===== src/rtl/fetch_sequencer_if.sv =====
// Decode-side handshake bundle: buffered instruction, its PC, valid/ready.
// Latency: none (wires only).
// Backpressure: the slave holds out_ready low; the master keeps its payload stable.
interface fetch_sequencer_if;
   logic        out_valid;
   logic        out_ready;
   logic [31:0] out_instr;
   logic [31:0] out_pc;

   modport master (output out_valid, output out_instr, output out_pc, input out_ready);
   modport slave  (input out_valid, input out_instr, input out_pc, output out_ready);
endinterface


===== src/rtl/fetch_sequencer.sv =====
// Instruction fetch sequencer: owns the PC and reads a combinational instruction
// memory into a one-entry buffer offered to decode; redirect, halt and PC wrap.
// Latency: one cycle from address to out_valid, one instruction per cycle.
// Backpressure: out_ready low freezes the buffer and PC.
// Optional build macro FETCH_ALIGN_CHECK_EN adds a sticky FAULT state for misaligned redirects.
module fetch_sequencer #(
   parameter int          ADDR_W   = 8,
   parameter logic [31:0] RESET_PC = 32'h0
) (
   input  logic                     i_clk,
   input  logic                     i_reset,
   output logic [31:0]              o_imem_addr,
   input  logic [31:0]              i_imem_data,
   fetch_sequencer_if.master        out_if,
   input  logic                     i_redirect_valid,
   input  logic [31:0]              i_redirect_pc,
   input  logic                     i_halt_req,
   output logic                     o_halted,
   output logic                     o_fault
);

   typedef enum logic [1:0] {
      S_FETCH = 2'd0,
      S_HALT  = 2'd1
`ifdef FETCH_ALIGN_CHECK_EN
      ,S_FAULT = 2'd2
`endif
   } state_t;

   state_t              r_state;
   state_t              w_state_next;
   logic [ADDR_W-1:0]   r_pc;
   logic                r_out_valid;
   logic [31:0]         r_out_instr;
   logic [ADDR_W-1:0]   r_out_pc;

   logic [ADDR_W-1:0]   w_target;
   logic                w_redirect;
   logic                w_cap;
   logic                w_xfer;

`ifdef FETCH_ALIGN_CHECK_EN
   logic                w_misalign;
   logic                w_unused_ok;

   // Target keeps its low bits so a faulting PC stays visible on the address bus.
   assign w_target    = i_redirect_pc[ADDR_W-1:0];
   assign w_misalign  = (i_redirect_pc[1:0] != 2'b00);
   assign w_redirect  = i_redirect_valid && (r_state != S_FAULT);
   assign w_unused_ok = ^i_redirect_pc[31:ADDR_W];
`else
   logic                w_unused_ok;

   // Without the check, low bits are simply dropped so the PC stays word-aligned.
   assign w_target    = {i_redirect_pc[ADDR_W-1:2], 2'b00};
   assign w_redirect  = i_redirect_valid;
   assign w_unused_ok = ^{i_redirect_pc[31:ADDR_W], i_redirect_pc[1:0]};
`endif

   assign w_xfer = r_out_valid && out_if.out_ready;
   assign w_cap  = (r_state == S_FETCH) && !i_redirect_valid && !i_halt_req &&
                   (!r_out_valid || out_if.out_ready);

   // State register.
   always_ff @(posedge i_clk) begin
      if (i_reset) begin
         r_state <= S_FETCH;
      end else begin
         r_state <= w_state_next;
      end
   end

   // Next state: halt_req level selects HALT/FETCH; a misaligned redirect traps.
   always_comb begin
      w_state_next = r_state;
      case (r_state)
         S_FETCH, S_HALT: w_state_next = i_halt_req ? S_HALT : S_FETCH;
`ifdef FETCH_ALIGN_CHECK_EN
         S_FAULT:         w_state_next = S_FAULT;
`endif
         default:         w_state_next = S_FETCH;
      endcase
`ifdef FETCH_ALIGN_CHECK_EN
      if (w_redirect && w_misalign) begin
         w_state_next = S_FAULT;
      end
`endif
   end

   // Outputs decoded from state and the buffer registers.
   always_comb begin
      o_imem_addr      = {{(32-ADDR_W){1'b0}}, r_pc};
      out_if.out_valid = r_out_valid;
      out_if.out_instr = r_out_instr;
      out_if.out_pc    = {{(32-ADDR_W){1'b0}}, r_out_pc};
      o_halted         = (r_state == S_HALT) && !r_out_valid;
`ifdef FETCH_ALIGN_CHECK_EN
      o_fault          = (r_state == S_FAULT);
`else
      o_fault          = 1'b0;
`endif
   end

   // PC and output buffer: redirect flushes, capture refills, transfer drains.
   always_ff @(posedge i_clk) begin
      if (i_reset) begin
         r_pc        <= RESET_PC[ADDR_W-1:0];
         r_out_valid <= 1'b0;
         r_out_instr <= 32'h0;
         r_out_pc    <= '0;
      end else if (w_redirect) begin
         r_pc        <= w_target;
         r_out_valid <= 1'b0;
`ifdef FETCH_ALIGN_CHECK_EN
      end else if (r_state == S_FAULT) begin
         r_out_valid <= 1'b0;
`endif
      end else if (w_cap) begin
         r_out_instr <= i_imem_data;
         r_out_pc    <= r_pc;
         r_out_valid <= 1'b1;
         r_pc        <= r_pc + ADDR_W'(4);
      end else if (w_xfer) begin
         r_out_valid <= 1'b0;
      end
   end

endmodule

===== src/flat_wrapper.sv =====
// flat-port wrapper written by rule: the top's interface ports become plain ports
module fetch_sequencer_flat 
#(
   parameter int          ADDR_W   = 8,
   parameter logic [31:0] RESET_PC = 32'h0
)
  (i_clk, i_reset, o_imem_addr, i_imem_data, i_redirect_valid, i_redirect_pc, i_halt_req, o_halted, o_fault, out_if_out_valid, out_if_out_instr, out_if_out_pc, out_if_out_ready);
  fetch_sequencer_if out_if_i ();
  input  logic i_clk;
  input  logic i_reset;
  output logic [31:0] o_imem_addr;
  input  logic [31:0] i_imem_data;
  input  logic i_redirect_valid;
  input  logic [31:0] i_redirect_pc;
  input  logic i_halt_req;
  output logic o_halted;
  output logic o_fault;
  output wire logic [$bits(out_if_i.out_valid)-1:0] out_if_out_valid;
  output wire logic [$bits(out_if_i.out_instr)-1:0] out_if_out_instr;
  output wire logic [$bits(out_if_i.out_pc)-1:0] out_if_out_pc;
  input wire logic [$bits(out_if_i.out_ready)-1:0] out_if_out_ready;
  assign out_if_out_valid = out_if_i.out_valid;
  assign out_if_out_instr = out_if_i.out_instr;
  assign out_if_out_pc = out_if_i.out_pc;
  assign out_if_i.out_ready = out_if_out_ready;
  fetch_sequencer #(.ADDR_W(ADDR_W), .RESET_PC(RESET_PC)) u_core (.i_clk(i_clk), .i_reset(i_reset), .o_imem_addr(o_imem_addr), .i_imem_data(i_imem_data), .out_if(out_if_i), .i_redirect_valid(i_redirect_valid), .i_redirect_pc(i_redirect_pc), .i_halt_req(i_halt_req), .o_halted(o_halted), .o_fault(o_fault));
endmodule

===== config.mk =====
export PLATFORM = sky130hd
export DESIGN_NAME = fetch_sequencer_flat
export DESIGN_NICKNAME = d
export VERILOG_FILES = /design/src/rtl/fetch_sequencer_if.sv /design/src/rtl/fetch_sequencer.sv /design/src/flat_wrapper.sv
export SDC_FILE = /design/constraint.sdc
export NUM_CORES = 1
export LEC_CHECK = 0
export ABC_CLOCK_PERIOD_IN_PS = 2300
export CORE_ASPECT_RATIO = 0.5
export CORE_MARGIN = 4
export CORE_UTILIZATION = 30
export DETAILED_ROUTE_END_ITERATION = 10
export PLACE_DENSITY = 0.74
export SYNTH_ARGS = -nofsm -noshare
export SYNTH_HDL_FRONTEND = slang
export SYNTH_SLANG_ARGS = --single-unit

===== constraint.sdc =====
create_clock -name i_clk -period 2.3 [get_ports i_clk]
set_input_delay 0.69 -clock i_clk [delete_from_list [all_inputs] [get_ports i_clk]]
set_output_delay 0.69 -clock i_clk [all_outputs]
set_load 0.005 [all_outputs]

==> impl_metrics.csv, run 1 <==
group,metric,value,unit
run,drv_cap,0,
timing,finalCriticalPeriod,1.963,ns
final_layout,antennaDiodeCount,0,
timing,rsz0062_at_grt,"false",
yosys,synth_compound_gate_area_share,0.1244,
setup_path,critPathCaptureType,"flip-flop",
yosys,synth.avg_cell_area,7.941,sq um
clock_tree,h-tree-depth,2,
final_layout,final_common_cell,"clkdlybuf4s50_1",
clock_tree,cts_resized,0,
detailed_routing,wl,5.061,mm
power,irDropWorstVdd,0.3325,mV
status,status,"complete, no violations",
die,die_area,8675,sq um
timing,fin_crit_sh,0.8535,
die,die_x,127.8,microns
placed_design,placed_area,2922,sq um
global_route,antenna_found_initial,0,
detailed_routing,drc,0,
yosys,synth_xor_area_frac,0.02035,
timing,drv_slew,0,
clock_tree,clk-insertion-delay-late,0.28,ns
power,power_frac_comb,0.146,
power,leakagePower,1.225,nW
power,powerDensity,632.1,nW/um^2
final_layout,fillers,702,
yosys,yosysTopAreaCell,"dfxtp_1",
clock_tree,cts_tree,"built",
yosys,synth_fa_ha_area_frac,0.005814,
detailed_routing,drtIter0Drc,53,
detailed_routing,met3_length,293,microns
detailed_routing,drtPass1Iterations,4,
setup_path,cp_max_fo,19,
timing,skew,0.004179,ns
timing,setup_viol,0,
clock_tree,numCtsBuffers,5,
detailed_routing,vias_per_cell,3.918,
power,p_sw_frac,0.2260,
power,power_switching,0.0004415,W
yosys,synth_top_family_by_area,"buffers and inverters",
final_layout,finalCoreUtilization,0.4524,
yosys,synth-simple-area-share,0.1843,
timing,fmax,509.4,MHz
die,start_util,0.3150,
global_route,grt_pass1_wl,8.004,mm
final_layout,area_growth,43.60,%
setup_path,path_class,"input pin to flip-flop",
power,p_int,0.001512,W
placed_design,routabilityCongestion,0.7139,
final_layout,nNetsFinal,427,
final_layout,final_cell_mix,"clkdlybuf4s50_1 (87), nand2_1 (78), conb_1 (53)",
clock_tree,cts_sinks,46,
global_route,grt_usage,0.1141,
final_layout,multiInputGateArea,925.9,sq um
final_layout,final_cell_area,3090,sq um
detailed_routing,top_layer,"met4",
final_layout,seq_area,920.9,sq um
clock_tree,root_buffer,"clkbuf_16",
detailed_routing,ant_nets,0,
yosys,synthTopCellsByArea,"dfxtp_1 (43%), buf_4 (19%), nand2_1 (14%)",
setup_path,worstPathArrival,2.12,ns
final_layout,drive_gt1_frac,0.04749,
power,p_seq_frac,0.439,
yosys,synthMuxAreaShare,0,
power,p_clk_frac,0.415,
timing,hold_viol,0,
clock_tree,cts_hold_buf,0,
worst_hold_path,hold_class,"flip-flop to flip-flop",
global_route,grt_max_degree,27,
clock_tree,max-clock-path-buffers,2,
yosys,seq_area_frac_synth,0.4279,
detailed_routing,route.met2.wl,2.601,mm
clock_tree,postCtsSetupBuffers,0,
global_route,grt_pass1_vias,1654,
detailed_routing,vias,1763,
die,rows,21,
detailed_routing,wl_met1,2.101,mm
clock_tree,clk_pin_slew,0.07,ns
yosys,ys_warn_count,0,
yosys,synthDominantCellAreaShare,0.4279,
yosys,netlist_area,2152,sq um
placed_design,port_buffers,88,
die,die_h,67.89,microns
setup_path,required,2.45,ns
setup_path,critPathLaunchType,"input pin",
placed_design,place_hpwl,3.841,mm
yosys,ys_ff_latch,46,
global_route,grt.overflow.total,0,
timing,tns,0,ns
die,core,6832,sq um
detailed_routing,wire_per_inst,11.25,microns
yosys,synth.distinct_cells,25,
die,ios,168,
yosys,syn_inst,271,
[cells by family (layout without fill, tap and decap cells)]
group	Yosys count	after routing
AND/OR/NAND/NOR	95	95
buffers and inverters	73	108
AO/OA/AOI/OAI	50	50
flip-flops	46	46
XOR/XNOR	5	5
adder cells (fa/ha/maj)	1	1
other	1	53
[registers in the layout, indices dropped and copies added, names as in the netlist]
register / cells
u_core.out_if.out_instr: 32
u_core.out_if.out_valid: 1
u_core.r_out_pc: 6
u_core.r_pc: 6
u_core.r_state: 1
[Yosys cell counts, drive strengths merged]
| master | n |
|---|---|
| and3 | 1 |
| conb | 1 |
| inv | 5 |
| or2 | 1 |
| dfxtp | 46 |
| nand2 | 78 |
| nand3 | 3 |
| nor2b | 4 |
| buf | 61 |
| nor2 | 1 |
| or3 | 1 |
| a21oi | 43 |
| nand2b | 1 |
| nor4 | 1 |
| xor2 | 3 |
| xnor2 | 2 |
| clkbuf | 7 |
| ha | 1 |
| a211oi | 2 |
| nor3 | 3 |
| o21a | 5 |
| nor4b | 1 |
[metal layers]
metal  up-vias  global-route usage
met5         -                   0
met4         0             0.03307
met3         4             0.02962
met2        49              0.2122
met1       783              0.1323
li1        927                   -
[worst max-delay path: stages]
cell             delay, ns
clkdlybuf4s50_1       0.43
or2_1                 0.29
or3_1                 0.34
buf_4                 0.21
nand2_1               0.09
a21oi_1               0.06
[power by group through the flow]
stage          clock network [W]  logic [W]  registers, W
4_1_cts                 0.000844   0.000287      0.000859
3_5_place_dp                   0   0.000285      0.000877
6_report                0.000811   0.000285      0.000858
5_1_grt                 0.000881   0.000317      0.000864
3_3_place_gp                   0   0.000284      0.000876
2_1_floorplan                  0   0.000180      0.000877
[final timing paths]
| kind | startpoint | endpoint | slack [ns] | cells past startpoint |
|---|---|---|---|---|
| worst min-delay path | u_core.out_if.out_instr[16] | u_core.out_if.out_instr[16] | 0.45 | 2 |
| worst max register to register | u_core.out_if.out_valid | u_core.out_if.out_instr[15] | 0.78 | 5 |
| worst max-delay path | i_halt_req | u_core.r_out_pc[7] | 0.34 | 6 |
| worst min register to register | u_core.out_if.out_instr[16] | u_core.out_if.out_instr[16] | 0.45 | 2 |
[final cells by class]
class,count,share of cell area
Sequential cell,46,0.2980
Timing Repair Buffer,95,0.3045
Tap cell,92,0.03725
Clock inverter,3,0.01417
Inverter,5,0.006073
Clock buffer,5,0.04049
Multi-Input combinational cell,204,0.2996
[metrics by stage]
stage | setup WS, ns | std cells | total power, W | hold WS, ns
after CTS | 0.3232 | 450 | 0.001990 | 0.4546
after global routing | 0.1920 | 450 | 0.002063 | 0.4722
after floorplan | 0.4453 | 323 | 0.001057 | 0.4527
final | 0.3371 | 450 | 0.001954 | 0.4522
after global placement | 0.03800 | 442 | 0.001160 | 0.4413
after detailed placement | 0.03865 | 442 | 0.001162 | 0.4459
No activity file was read; power rests on OpenSTA's default activity.
==> run 2, diff against run 1 <==
--- a/config.mk
+++ b/config.mk
@@ -8,9 +8,10 @@
 export ABC_CLOCK_PERIOD_IN_PS = 2300
 export CORE_ASPECT_RATIO = 0.5
 export CORE_MARGIN = 4
-export CORE_UTILIZATION = 30
+export CORE_UTILIZATION = 33
 export DETAILED_ROUTE_END_ITERATION = 10
-export PLACE_DENSITY = 0.74
+export PLACE_DENSITY = 0.8
+export SLEW_MARGIN = 10
 export SYNTH_ARGS = -nofsm -noshare
 export SYNTH_HDL_FRONTEND = slang
 export SYNTH_SLANG_ARGS = --single-unit
==> run 2 against run 1 <==
Effect of this change:
- die area down 8.3%
- first-iteration DRC count grew 5.7%
- maximum frequency shrank 2.2%
- critical endpoint unchanged
- flip-flop and latch count unchanged
- largest cell class unchanged
- via count rose by 2.6%
- largest power group unchanged
- count of clock-buffer cells in the layout unchanged
- wire length increased by 2.5%
==> impl_metrics.csv, run 2 (same netlist as run 1, synthesis figures left out) <==
group,metric,value,unit
clock_tree,postCtsSetupBuffers,0,
clock_tree,cts_resized,0,
timing,skew,0.006937,ns
clock_tree,clk_pin_slew,0.07,ns
die,start_util,0.3482,
global_route,grt_pass1_wl,7.596,mm
final_layout,area_growth,42.33,%
final_layout,largest_register_ffs,32,
placed_design,place_hpwl,3.839,mm
clock_tree,cts_tree,"built",
clock_tree,max-clock-path-buffers,2,
timing,tns,0,ns
global_route,grt.overflow.total,0,
clock_tree,root_buffer,"clkbuf_16",
die,rows,20,
worst_hold_path,hold_class,"flip-flop to flip-flop",
timing,drv_slew,0,
clock_tree,numCtsBuffers,5,
timing,finalCriticalPeriod,2.007,ns
die,die_x,122.2,microns
die,die_area,7956,sq um
clock_tree,cts_sinks,46,
clock_tree,clk-insertion-delay-late,0.28,ns
die,die_h,65.11,microns
setup_path,critical_path.top_delay_family,"simple AND/OR/NAND/NOR gates",
detailed_routing,drc,0,
global_route,grt_pass1_vias,1597,
global_route,grt_usage,0.1202,
die,core,6181,sq um
timing,fin_crit_sh,0.8726,
die,ios,168,
global_route,antenna_found_initial,0,
final_layout,drive_gt1_frac,0.04749,
setup_path,worstPathArrival,2.21,ns
final_layout,finalCoreUtilization,0.4955,
detailed_routing,vias,1808,
run,drv_cap,0,
clock_tree,h-tree-depth,2,
detailed_routing,wl,5.185,mm
timing,fmax,498.3,MHz
status,status,"complete, no violations",
setup_path,path_class,"input pin to flip-flop",
setup_path,cp_max_fo,21,
power,leakagePower,1.210,nW
setup_path,critPathCaptureType,"flip-flop",
global_route,grt_max_degree,28,
detailed_routing,drtPass1Iterations,4,
timing,rsz0062_at_grt,"false",
setup_path,required,2.51,ns
final_layout,nNetsFinal,427,
detailed_routing,vias_per_cell,4.054,
setup_path,crit_slowest_cell,"clkdlybuf4s50_1",
final_layout,final_common_cell,"clkdlybuf4s50_1",
clock_tree,cts_hold_buf,0,
setup_path,worstPathCellList,"clkdlybuf4s50_1 > nor2b_1 > or3_1 > buf_4 > nand2_1 > a21oi_1",
placed_design,routabilityCongestion,0.7315,
setup_path,critPathLaunchType,"input pin",
placed_design,port_buffers,88,
detailed_routing,wire_per_inst,11.63,microns
timing,setup_viol,0,
timing,hold_viol,0,
detailed_routing,ant_nets,0,
final_layout,antennaDiodeCount,0,
final_layout,final_cell_mix,"clkdlybuf4s50_1 (87), nand2_1 (78), conb_1 (53)",
power,irDropWorstVdd,0.3311,mV
detailed_routing,drtIter0Drc,56,
setup_path,cp_num_buf_inv,2,
setup_path,critPathMaxStageDelay,0.42,ns
power,powerDensity,604.3,nW/um^2
[run 2: metal layers]
| layer | track usage | routed length (microns) | up-vias |
|---|---|---|---|
| met3 | 0.03869 | 396 | 4 |
| met1 | 0.1329 | 2023 | 813 |
| met5 | 0 | 0 | - |
| met2 | 0.2249 | 2741 | 59 |
| li1 | - | - | 932 |
| met4 | 0.02929 | 24 | 0 |
[run 2: worst min-delay path: cells and delay by family (launching register included)]
| family | cells | cell delay [ns] |
|---|---|---|
| DFF | 1 | 0.31 |
| and+or+nand+nor | 1 | 0.05 |
| AOI/OAI and AO/OA | 1 | 0.05 |
[run 2: final timing paths]
check                                            startpoint                          end  slack [ns]  cells past startpoint
worst max-delay path                       out_if_out_ready           u_core.r_out_pc[7]        0.29                      6
worst max register to register      u_core.out_if.out_valid           u_core.r_out_pc[7]        0.72                      5
worst min-delay path            u_core.out_if.out_instr[16]  u_core.out_if.out_instr[16]        0.45                      2
worst min register to register  u_core.out_if.out_instr[16]  u_core.out_if.out_instr[16]        0.45                      2
[run 2: area by class of cell]
type | instances | area, sq um
multi-input combinational | 204 | 925.9
inverter | 5 | 18.77
clock inverter | 3 | 21.27
sequential | 46 | 920.9
timing repair buffer | 95 | 940.9
clock buffer | 5 | 125.1
tap | 88 | 110.1
fill | 609 | 3118
[run 2: metrics by stage]
stage | area [sq um] | hold slack [ns] | power [W] | worst slack (ns) | std cells
6_report | 3063 | 0.4503 | 0.001851 | 0.2930 | 446
5_1_grt | 3063 | 0.4664 | 0.001950 | 0.1857 | 446
4_1_cts | 3063 | 0.4541 | 0.001872 | 0.2919 | 446
3_5_place_dp | 2917 | 0.4457 | 0.001163 | 0.008828 | 438
3_3_place_gp | 2917 | 0.4413 | 0.001158 | 0.02317 | 438
2_1_floorplan | 2347 | 0.4527 | 0.001057 | 0.4453 | 323
[run 2: power breakdown]
part | leakage (nW) | switching [W] | internal (W)
Clock | 0.0698 | 0.000304 | 0.000402
Combinational | 0.764 | 0.000122 | 0.000165
Sequential | 0.376 | 0.0000243 | 0.000834
Total | 1.21 | 0.000450 | 0.00140
